**src/rtl/hidden_pkg.sv**
```systemverilog
// hidden_pkg: shared sizes, FSM states and activation limit for the hidden-layer neuron.
package hidden_pkg;
    localparam int N_IN     = 4;
    localparam int W_W      = 8;
    localparam int ACC_W    = 11;
    localparam int RELU_MAX = 127;
    typedef enum logic [1:0] {IDLE = 2'd0, ACC = 2'd1, DONE = 2'd2} state_t;
endpackage

```
**src/rtl/sat_relu.sv**
```systemverilog
// sat_relu: ReLU of a signed sum, saturated to 0..RELU_MAX.
module sat_relu import hidden_pkg::*; #(
    parameter int IN_W = ACC_W
) (
    input  logic signed [IN_W-1:0] sum,
    output logic [7:0]             relu
);
    localparam logic signed [IN_W-1:0] MAX = IN_W'(RELU_MAX);
    assign relu = sum[IN_W-1] ? 8'd0 : (sum > MAX) ? 8'(RELU_MAX) : sum[7:0];
endmodule

```
**src/rtl/hidden_forward.sv**
```systemverilog
// hidden_forward: serial binary-input neuron, one weight per cycle, step and ReLU outputs.
module hidden_forward #(
    parameter int N_IN  = hidden_pkg::N_IN,
    parameter int W_W   = hidden_pkg::W_W,
    parameter int ACC_W = hidden_pkg::ACC_W
) (
    input  logic                    clk_i,
    input  logic                    rst_i,
    input  logic                    start_i,
    input  logic                    abort_i,
    input  logic [N_IN-1:0]         x_i,
    input  logic signed [W_W-1:0]   w0_i,
    input  logic signed [W_W-1:0]   w1_i,
    input  logic signed [W_W-1:0]   w2_i,
    input  logic signed [W_W-1:0]   w3_i,
    input  logic signed [W_W-1:0]   bias_i,
    output logic                    busy_o,
    output logic                    valid_o,
    output logic                    y_o,
    output logic signed [ACC_W-1:0] sum_o,
    output logic [7:0]              relu_o,
    output logic [N_IN-1:0]         x_o
);
    import hidden_pkg::*;
    localparam int K_W = $clog2(N_IN);

    state_t                  state;
    logic [K_W-1:0]          k;
    logic [N_IN-1:0]         x_q, x_r;
    logic signed [W_W-1:0]   w_q [N_IN];
    logic signed [ACC_W-1:0] acc, sum_r;
    logic                    y_r, fire;

    always_ff @(posedge clk_i or posedge rst_i) begin
        if (rst_i) begin
            state <= IDLE;
            k     <= '0;
            acc   <= '0;
            x_q   <= '0;
            w_q   <= '{default: '0};
            sum_r <= '0;
            y_r   <= 1'b0;
            x_r   <= '0;
        end else begin
            case (state)
                IDLE: if (start_i) begin
                    x_q   <= x_i;
                    w_q   <= '{w0_i, w1_i, w2_i, w3_i};
                    acc   <= ACC_W'(bias_i);
                    k     <= '0;
                    state <= ACC;
                end
                ACC: if (abort_i) state <= IDLE;
                else begin
                    if (x_q[k]) acc <= acc + ACC_W'(w_q[k]);
                    k <= k + K_W'(1);
                    if (k == K_W'(N_IN - 1)) state <= DONE;
                end
                DONE: begin
                    state <= IDLE;
                    if (!abort_i) begin
                        sum_r <= acc;
                        y_r   <= ~acc[ACC_W-1];
                        x_r   <= x_q;
                    end
                end
                default: state <= IDLE;
            endcase
        end
    end

    // The DONE cycle presents the fresh result directly; an abort in that cycle suppresses it.
    assign fire    = (state == DONE) && !abort_i;
    assign valid_o = fire;
    assign busy_o  = state != IDLE;
    assign sum_o   = fire ? acc : sum_r;
    assign y_o     = fire ? ~acc[ACC_W-1] : y_r;
    assign x_o     = fire ? x_q : x_r;

    sat_relu #(.IN_W(ACC_W)) u_sat (.sum(sum_o), .relu(relu_o));
endmodule

```
**config.mk**
```make
export PLATFORM = sky130hd
export DESIGN_NAME = hidden_forward
export DESIGN_NICKNAME = d
export VERILOG_FILES = /design/src/rtl/hidden_pkg.sv /design/src/rtl/sat_relu.sv /design/src/rtl/hidden_forward.sv
export SDC_FILE = /design/constraint.sdc
export NUM_CORES = 1
export LEC_CHECK = 0
export BUFFER_PORTS_ARGS = -buffer_cell sky130_fd_sc_hd__buf_2
export CORE_ASPECT_RATIO = 1.1
export CORE_UTILIZATION = 25
export DETAILED_ROUTE_END_ITERATION = 10
export GPL_ROUTABILITY_DRIVEN = 0
export PLACE_DENSITY_LB_ADDON = 0.05
export SYNTH_ARGS = -nofsm -noshare
export SYNTH_HDL_FRONTEND = slang
export SYNTH_SLANG_ARGS = --single-unit
```
**constraint.sdc**
```tcl
create_clock -name clk_i -period 3.3 [get_ports clk_i]
set_input_delay 0.165 -clock clk_i [delete_from_list [all_inputs] [get_ports clk_i]]
set_output_delay 0.165 -clock clk_i [all_outputs]
set_load 0.1 [all_outputs]
```
==> metrics.md, run 1 <==
| Metric | Value |
|---|---|
| Met2 WL post-DR | `3.508 mm` |
| Clk Latency, worst-skew pair | `340 ps` |
| DP Wirelength | `6.197 mm` |
| Hold crit path type | `in -> reg` |
| Via count | `2,523` |
| # rows | `45` |
| I/O pin cnt | `74` |
| Gr ovfl total | `0` |
| Critical Path End Type | `flop` |
| Post-CTS sizing | `0` |
| Pin count of the biggest net entering global routing | `46` |
| Most common cell in the synthesized netlist | `dfrtp_1` |
| Final setup margin | `196.8 ps` |
| Fin crit period | `3103 ps` |
| Post-CTS Setup Repair Bufs | `0` |
| CTS tree | `yes` |
| CTS Hold Bufs | `0` |
| WL per Instance | `14.80 um` |
| Unique masters post-synth | `49` |
| Vias per inst | `4.473` |
| CP max stage delay | `570 ps` |
| Core region area | `0.01385 sq mm` |
| Synth warnings | `0` |
| Post-synth top cells | `67 x dfrtp_1, 65 x mux2_2, 18 x a21oi_1` |
| Worst Path Max Fanout | `6` |
| Max Fclk | `322.3 MHz` |
| IO Port Bufs | `72` |
| Post-synth EDFFs | `0` |
| Slew Limit Fails | `0` |
| Final Hold Vio Count | `0` |
| Die area | `0.01473 sq mm` |
| Antenna fix cells | `0` |
| TritonCTS Buffers | `9` |
| CP max-delay cell | `mux4_2` |
| Area grow syn2layout | `27.22%` |
| Final setup viols | `0` |
| Area contributors post-synth | `dfrtp_1 47%, mux2_2 21%, mux4_2 5.1%, ha_1 3.9%, a21oi_1 2.5%` |
| Layout Utilization | `32.72%` |
| Post-synthesis cell count | `294` |
| Worst-path clk slew | `60 ps` |
| Worst Tran Pin Value | `1048 ps` |
| Fillers | `1,454` |
| Starting Density | `25.72%` |
| Top layer in use | `met4` |
| DR pass1 iterations | `4` |
| Critical path data arrival time | `3320 ps` |
| Status | `complete, no violations` |
| Net Count, Synth | `354` |
| Initial antenna violation count | `0` |
| FFs w/ async S/R, synth | `100.0%` |
| CP startpoint kind | `flop` |
| Post-Route M1 WL | `4.291 mm` |
| Vias in the first global route | `2,540` |
| Mean Syn Cell Area | `12.12 sq um` |
| # Max-Cap Violations | `0` |
| WL final | `8.346 mm` |
| Setup slack after placement | `74.30 ps` |
| Primary FF master, synth | `dfrtp_1` |
| H-tree Lvls | `3` |
| Post-DRT Antenna Nets | `0` |
| Global-route wire length before repair | `13.85 mm` |
| CTS root buf | `clkbuf_16` |
| Total GRT Usage | `12.71%` |
| RSZ-0062 raised after global routing | `false` |
| Post-DP Area | `0.004165 sq mm` |
| Die Ht | `127.2 um` |
| Routed wl met3 | `355 um` |
| Final nets | `432` |
| Critical path class | `reg -> reg` |
| CTS Buffer Depth | `2` |
| Die extent in x | `115.8 um` |
| Slew margin rel. | `30.04%` |
| 1st-iter DRT viols | `65` |
| Finished Cell Area | `0.004532 sq mm` |
| Worst Skew | `5.018 ps` |
| Fraction of layout cells with a size suffix above 1 | `47.61%` |
| Cell taking the most area after synthesis | `dfrtp_1` |
| Cell breakdown of the critical path | `mux4_2 > ha_1 > a211oi_2 > o21ai_0 > a2111oi_1 > nor2_1 > xor2_1 > a221o_1` |
| Required time of the critical path | `3520 ps` |
| Clock sinks | `67` |
| Top-area cell type share of the netlist area | `47.07%` |
| Drc violations | `0` |
| Final period utilization | `94.04%` |
| Register area share after synthesis | `47.07%` |
| #FFs+latches synth | `67` |
| Netlist Area Pre-Place | `0.003562 sq mm` |
## worst max-delay path, delay by kind of cell (launching register included)
family	cells	cell delay, ps
compound gates	4	1320
simple gates	1	120
xor+xnor	1	170
flops	1	480
mux	1	570
fa+ha+maj	1	320
## area by class of cell
type	instances	area [sq um]	share of cell area, %
clock inverters	5	125.1	2.761
clock buffers	10	239.0	5.273
well taps	188	235.2	5.191
multi-input cells	198	1774	39.15
repair buffers	80	420.4	9.277
flip-flops and latches	67	1678	37.02
inverters	16	60.06	1.325
## flip-flops by register name, indices dropped and copies added (netlist names)
name   cells
w_q       32
acc       11
sum_r     11
x_q        4
x_r        4
k          2
state      2
y_r        1
## path summary, 6_finish.rpt
path / slack (ps) / to / depth (start not counted) / start
setup reg to reg: 200 / acc[7]$_DFFE_PP0P_ / 8 / k[0]$_DFFE_PP0P_
hold reg to reg: 490 / x_r[3]$_DFFE_PP0P_ / 1 / x_r[3]$_DFFE_PP0P_
max in group asynchronous: 2420 / k[0]$_DFFE_PP0P_ / 3 / rst_i
min in group asynchronous: 90 / x_q[3]$_DFFE_PP0P_ / 2 / rst_i
hold / removal: 60 / w_q[26]$_DFFE_PP0P_ / 2 / w0_i[2]
setup / recovery: 200 / acc[7]$_DFFE_PP0P_ / 8 / k[0]$_DFFE_PP0P_
## layout by cell type (no fill, tap or decap), types with 8 or more instances in the layout
cell       count
a21oi_1       18
ha_1          11
dfrtp_1       66
mux4_2         8
nor2_1        15
nand2_1       11
buf_2         72
mux2_2        65
inv_1         15
buf_4          8
clkbuf_16      9
## layer usage
metal / vias up / global-route usage [%]
li1: 1234 / -
met1: 1212 / 17.50
met2: 63 / 18.45
met3: 14 / 3.083
met4: 0 / 6.335
met5: - / 0
## kinds of logic after synthesis
logic type | synth area share [%]
and+or+nand+nor | 6.534
AOI/OAI and AO/OA | 10.82
DFF | 47.07
buffers and inverters | 3.618
xor gates and xnor gates | 0.9837
muxes | 26.45
adders and majority gates | 4.426
other | 0.1053
## stage by stage
step	hold slack, ps	cells	setup TNS [ps]
global placement	397.6	549	0
floorplan	280.8	294	-1186
finish	58.62	564	0
global route	52.45	564	0
detailed placement	400.4	549	0
CTS	42.78	564	0
Power of run 1 is not shown: default switching activity piles up to over one toggle a cycle in this logic, so the estimate is an artifact.
==> inputs of run 2 (changes only) <==
RECOVER_POWER = 100   (was unset)
==> metrics.md, run 2 (synthesis gave the netlist of run 1 again) <==
| Metric | Value |
|---|---|
| Status | `complete, but fails checks (was complete, no violations)` |
| Violated checks | `max-capacitance violations, max-slew violations` |
| TritonCTS Buffers | `9 (unchanged)` |
| Drc violations | `0 (unchanged)` |
| Global-route wire length before repair | `13.85 mm (unchanged)` |
| Slew Limit Fails | `46 (was 0)` |
| Final non-filler cell total | `564 (unchanged)` |
| Gr ovfl total | `0 (unchanged)` |
| Final Hold Vio Count | `0 (unchanged)` |
| 1st-iter DRT viols | `71 (was 65)` |
| Top layer in use | `met4 (unchanged)` |
| Placed Cells | `549 (unchanged)` |
| H-tree Lvls | `3 (unchanged)` |
| I/O pin cnt | `74 (unchanged)` |
| Commonest non-fill, non-tap cell in the layout | `dfrtp_1 (was buf_2)` |
| Worst Path Max Fanout | `6 (unchanged)` |
| Most flop-heavy register | `w_q (unchanged)` |
| IO Port Bufs | `72 (unchanged)` |
| Final nets | `432 (unchanged)` |
| Required time of the critical path | `3520 ps (about the same)` |
| Post-DP Area | `0.004165 sq mm (unchanged)` |
| CTS Hold Bufs | `0 (unchanged)` |
| Final period utilization | `93.88% (was 94.04%)` |
| Total negative slack | `0 ps (unchanged)` |
| Final setup viols | `0 (unchanged)` |
| Hold crit path type | `in -> reg (unchanged)` |
| Slew margin rel. | `-24.39% (was 30.04%)` |
| Flop2flop setup slack | `200 ps (about the same)` |
| Critical path data arrival time | `3310 ps (was 3320 ps)` |
| Vias per inst | `4.475 (was 4.473)` |
| Critical Path End Type | `flop (unchanged)` |
| Die Ht | `127.2 um (unchanged)` |
| Initial antenna violation count | `0 (unchanged)` |
| # Max-Cap Violations | `1 (was 0)` |
| WL final | `8.401 mm (was 8.346 mm)` |
| Antenna fix cells | `0 (unchanged)` |
| Post-CTS sizing | `0 (unchanged)` |
| Area grow syn2layout | `25.89% (was 27.22%)` |
| Clock sinks | `67 (unchanged)` |
| Die extent in x | `115.8 um (unchanged)` |
| CTS Buffer Depth | `2 (unchanged)` |
| WL per Instance | `14.90 um (was 14.80 um)` |
| Layout Utilization | `32.38% (was 32.72%)` |
| Fraction of layout cells with a size suffix above 1 | `42.29% (was 47.61%)` |
| CTS tree | `yes (unchanged)` |
| Met2 WL post-DR | `3.582 mm (was 3.508 mm)` |
| DR pass1 iterations | `4 (unchanged)` |
| Worst Tran Pin Value | `1864 ps (was 1048 ps)` |
| Biggest regs | `w_q: 32 flops, acc: 11 flops, sum_r: 11 flops (unchanged)` |
| # rows | `45 (unchanged)` |
| Vias in the first global route | `2,540 (unchanged)` |
| Worst Skew | `5.094 ps (was 5.018 ps)` |
| Max Fclk | `322.8 MHz (was 322.3 MHz)` |
| Die area | `0.01473 sq mm (unchanged)` |
| Most frequent cells in the layout | `66 x dfrtp_1, 64 x mux2_2, 47 x buf_2 (was 72 x buf_2, 66 x dfrtp_1, 65 x mux2_2)` |
| Starting Density | `25.72% (unchanged)` |
| RSZ-0062 raised after global routing | `false (unchanged)` |
| DP Wirelength | `6.197 mm (unchanged)` |
| Pin count of the biggest net entering global routing | `46 (unchanged)` |
| CP startpoint kind | `flop (unchanged)` |
| Fin crit period | `3098 ps (was 3103 ps)` |
| Worst-path clk slew | `60 ps (about the same)` |
| Routed wl met3 | `355 um (unchanged)` |
| Post-Route M1 WL | `4.288 mm (was 4.291 mm)` |
| CTS root buf | `clkbuf_16 (unchanged)` |
| Via count | `2,524 (was 2,523)` |
| Critical path class | `reg -> reg (unchanged)` |
| Total GRT Usage | `12.71% (unchanged)` |
| Clk Latency, worst-skew pair | `340 ps (about the same)` |
| Post-DRT Antenna Nets | `0 (unchanged)` |
| Finished Cell Area | `0.004484 sq mm (was 0.004532 sq mm)` |
| Largest register FFs | `32 (unchanged)` |
| Core region area | `0.01385 sq mm (unchanged)` |
| Post-CTS Setup Repair Bufs | `0 (unchanged)` |
-- run 2: cell count changes in the layout (fill, tap and decap cells not counted), moves of 5 or more --
cell,before,now
buf_4,8,3
clkbuf_1,0,15
buf_2,72,47
clkbuf_2,0,15
-- run 2: final cells by class --
cell class	count	area, sq um
clock buffers	10	239.0
clock inverters	5	125.1
fillers	1471	9366
inverters	16	60.06
multi-input cells	198	1758
flip-flops and latches	67	1678
well taps	188	235.2
repair buffers	80	389.1
-- run 2: layer usage --
metal	GRT usage [%]	vias to the layer above
met5	0	-
met3	3.083	13
li1	-	1235
met2	18.45	64
met1	17.50	1212
met4	6.335	0
-- run 2: through the flow --
| stage | hold slack [ps] | worst slack (ps) |
|---|---|---|
| floorplan | 280.8 | -169.4 |
| global placement | 397.6 | 82.32 |
| detailed placement | 400.4 | 74.30 |
| CTS | 42.78 | 57.75 |
| global route | 52.42 | 22.82 |
| finish | 57.70 | 201.9 |
-- run 2: final timing paths --
kind,depth (start not counted),endpoint,startpoint
setup / recovery,8,acc[7]$_DFFE_PP0P_,k[0]$_DFFE_PP0P_
setup reg to reg,8,acc[7]$_DFFE_PP0P_,k[0]$_DFFE_PP0P_
hold / removal,2,w_q[14]$_DFFE_PP0P_,w2_i[6]
hold reg to reg,1,x_r[3]$_DFFE_PP0P_,x_r[3]$_DFFE_PP0P_
max in group asynchronous,3,k[0]$_DFFE_PP0P_,rst_i
min in group asynchronous,2,x_q[3]$_DFFE_PP0P_,rst_i
-- run 2: critical path: stages (launching register included) --
cell and delay, ps:
dfrtp_2 480, mux4_2 570, ha_1 320, a211oi_2 320, o21ai_0 170, a2111oi_1 530
nor2_1 120, xor2_1 170, a221o_1 290
Power of run 2 is left out for the same reason.
==> inputs of run 3 (changes only) <==
ABC_AREA = 1   (was unset)
==> metrics.md, run 3 <==
| Metric | Value |
|---|---|
| WL final | `9.250 mm (was 8.401 mm)` |
| CTS root buf | `clkbuf_16 (unchanged)` |
| Largest register FFs | `32 (unchanged)` |
| Pin count of the biggest net entering global routing | `68 (was 46)` |
| Hold crit path type | `in -> reg (unchanged)` |
| RR Startpoint | `k[0]$_DFFE_PP0P_ (unchanged)` |
| Die Ht | `128.1 um (was 127.2 um)` |
| Final Hold Vio Count | `0 (unchanged)` |
| Gr ovfl total | `0 (unchanged)` |
| Biggest regs | `w_q: 32 flops, acc: 11 flops, sum_r: 11 flops (unchanged)` |
| # rows | `45 (unchanged)` |
| Max Fclk | `359.8 MHz (was 322.8 MHz)` |
| Status | `complete, but fails checks (unchanged)` |
| Most flop-heavy register | `w_q (unchanged)` |
| H-tree Lvls | `3 (unchanged)` |
| Mean Syn Cell Area | `8.689 sq um (was 12.12 sq um)` |
| Register area share after synthesis | `46.38% (was 47.07%)` |
| Netlist Area Pre-Place | `0.003615 sq mm (was 0.003562 sq mm)` |
| Violated checks | `max-capacitance violations, max-slew violations (unchanged)` |
| # Max-Cap Violations | `2 (was 1)` |
| CTS Hold Bufs | `0 (unchanged)` |
| DP Wirelength | `6.930 mm (was 6.197 mm)` |
| Post-CTS Setup Repair Bufs | `0 (unchanged)` |
| Most frequent cells in the layout | `82 x nand2_1, 67 x dfrtp_1, 51 x inv_1 (was 66 x dfrtp_1, 64 x mux2_2, 47 x buf_2)` |
| 1st-iter DRT viols | `87 (was 71)` |
| Worst Tran Pin Value | `2129 ps (was 1864 ps)` |
| Antenna fix cells | `0 (unchanged)` |
| FFs w/ async S/R, synth | `100.0% (unchanged)` |
| CTS tree | `yes (unchanged)` |
| Via count | `2,938 (was 2,524)` |
| Slew margin rel. | `-41.90% (was -24.39%)` |
| Final setup viols | `0 (unchanged)` |
| Critical path data arrival time | `2610 ps (was 3310 ps)` |
| Critical path class | `reg -> out (was reg -> reg)` |
| TritonCTS Buffers | `9 (unchanged)` |
| Post-CTS sizing | `0 (unchanged)` |
| Core region area | `0.01396 sq mm (was 0.01385 sq mm)` |
| Fin crit period | `2780 ps (was 3098 ps)` |
| Post-synth EDFFs | `0 (unchanged)` |
| Buffer and inverter count on the worst path | `3 (was 0)` |
| Primary FF master, synth | `dfrtp_1 (unchanged)` |
| Fraction of layout cells with a size suffix above 1 | `24.14% (was 42.29%)` |
| Setup slack after placement | `744.8 ps (was 74.30 ps)` |
| IO Port Bufs | `72 (unchanged)` |
| Unique masters post-synth | `32 (was 49)` |
| Clk Latency, worst-skew pair | `330 ps (was 340 ps)` |
| Reg2Reg Depth | `13 (was 8)` |
| Min-delay src | `w3_i[2] (was w2_i[6])` |
| Finished Cell Area | `0.004413 sq mm (was 0.004484 sq mm)` |
| Worst-path clk slew | `60 ps (about the same)` |
| Global-route wire length before repair | `15.28 mm (was 13.85 mm)` |
| Final period utilization | `84.23% (was 93.88%)` |
| Post-synthesis cell count | `416 (was 294)` |
| Layout Utilization | `31.60% (was 32.38%)` |
| Worst Skew | `5.275 ps (was 5.094 ps)` |
| CTS Buffer Depth | `2 (unchanged)` |
| Top-area cell type share of the netlist area | `46.38% (was 47.07%)` |
| CP startpoint kind | `flop (unchanged)` |
| Area grow syn2layout | `22.08% (was 25.89%)` |
| Die area | `0.01494 sq mm (was 0.01473 sq mm)` |
| Post-synth top cells | `79 x nand2_1, 67 x dfrtp_1, 48 x inv_1 (was 67 x dfrtp_1, 65 x mux2_2, 18 x a21oi_1)` |
| XOR/XNOR share of the synthesized area | `0.7269% (was 0.9835%)` |
| Critical Path End Type | `output pin (was flop)` |
| Multiplexer area fraction after synthesis | `9.969% (was 26.45%)` |
| Clock sinks | `67 (unchanged)` |
| Worst hold path stage count | `2 (unchanged)` |
| Final nets | `548 (was 432)` |
| Post-DRT Antenna Nets | `0 (unchanged)` |
| CP max-delay cell | `clkbuf_1 (was mux4_2)` |
| Worst Path Max Fanout | `37 (was 6)` |
| Post-DP Area | `0.004187 sq mm (was 0.004165 sq mm)` |
| RSZ-0062 raised after global routing | `false (unchanged)` |
| Cell breakdown of the critical path | `inv_1 > nand3_4 > inv_1 > nand2_1 > nand2_1 > clkbuf_1 (was mux4_2 > ha_1 > a211oi_2 > o21ai_0 > a2111oi_1 > nor2_1 > xor2_1 > a221o_1)` |
| Die extent in x | `116.7 um (was 115.8 um)` |
| Commonest non-fill, non-tap cell in the layout | `nand2_1 (was dfrtp_1)` |
| I/O pin cnt | `74 (unchanged)` |
| WL per Instance | `13.58 um (was 14.90 um)` |
| DR pass1 iterations | `5 (was 4)` |
| Min Hold Slack | `61.56 ps (was 57.70 ps)` |
| Crit path max-delay family | `buffers and inverters (was compound AO/OA/AOI/OAI gates)` |
| CP max stage delay | `880 ps (was 570 ps)` |
| Cell taking the most area after synthesis | `dfrtp_1 (unchanged)` |
| Synth Area in Adders | `4.361% (was 4.426%)` |
| Total GRT Usage | `13.80% (was 12.71%)` |
| Drc violations | `0 (unchanged)` |
| Required time of the critical path | `3130 ps (was 3520 ps)` |
| Fillers | `1,547 (was 1,471)` |
| Net Count, Synth | `476 (was 354)` |
| Synth warnings | `0 (unchanged)` |
| Final setup margin | `520.3 ps (was 201.9 ps)` |
| Most common cell in the synthesized netlist | `nand2_1 (was dfrtp_1)` |
| Area contributors post-synth | `dfrtp_1 46%, mux2_2 10%, nand2_1 8.2%, inv_1 5.0%, nor2_1 4.2% (was dfrtp_1 47%, mux2_2 21%, mux4_2 5.1%, ha_1 3.9%, a21oi_1 2.5%)` |
| Starting Density | `25.89% (was 25.72%)` |
| Vias per inst | `4.314 (was 4.475)` |
| #FFs+latches synth | `67 (unchanged)` |
| Vias in the first global route | `2,962 (was 2,540)` |
| Initial antenna violation count | `0 (unchanged)` |
| Largest family of logic cells by synthesized area | `simple AND/OR/NAND/NOR gates (was multiplexers)` |
| Worst Setup SP | `state[0]$_DFFE_PP0P_ (was k[0]$_DFFE_PP0P_)` |
| Synth Area in Compound Gates | `11.94% (was 10.82%)` |
| Crit path depth | `6 (was 8)` |
| Synth Area in Simple Gates | `18.45% (was 6.533%)` |
| Slew Limit Fails | `110 (was 46)` |
[run 3: final cells by class]
| cell class | instances | area (sq um) | area share (%) |
|---|---|---|---|
| Sequential cell | 67 | 1677 | 37.99 |
| Clock buffer | 14 | 264.0 | 5.982 |
| Clock inverter | 2 | 10.01 | 0.2268 |
| Tap cell | 188 | 235.2 | 5.330 |
| Multi-Input combinational cell | 282 | 1665 | 37.74 |
| Inverter | 52 | 197.7 | 4.480 |
| Timing Repair Buffer | 76 | 364.1 | 8.251 |
[run 3: logic make-up (layout without fill, tap and decap cells)]
group,after synthesis,in the layout
AOI/OAI and AO/OA,79,79
xor gates and xnor gates,3,3
adders and majority gates,12,12
buffers and inverters,67,144
DFF,67,67
muxes,32,32
other,1,1
and+or+nand+nor,155,155
[run 3: through the flow]
| step | cells | setup TNS [ps] |
|---|---|---|
| 2_1_floorplan | 416 | -513.7 |
| 3_3_place_gp | 665 | 0 |
| 3_5_place_dp | 665 | 0 |
| 4_1_cts | 681 | 0 |
| 5_1_grt | 681 | 0 |
| 6_report | 681 | 0 |
[run 3: worst paths after layout]
path	to	slack, ps
max in group asynchronous	w_q[7]$_DFFE_PP0P_	1860
min in group asynchronous	w_q[1]$_DFFE_PP0P_	430
min	w_q[2]$_DFFE_PP0P_	60
max reg2reg	acc[8]$_DFFE_PP0P_	570
max	sum_o[7]	520
min reg2reg	x_r[2]$_DFFE_PP0P_	470
[run 3: layer usage]
layer	GRT usage (%)	up-vias	part of all wire [%]
li1	-	1512	-
met1	19.09	1344	51
met2	20.22	70	43
met3	3.026	12	4.4
met4	6.627	0	2.1
met5	0	-	0
Power of run 3 is left out for the same reason.
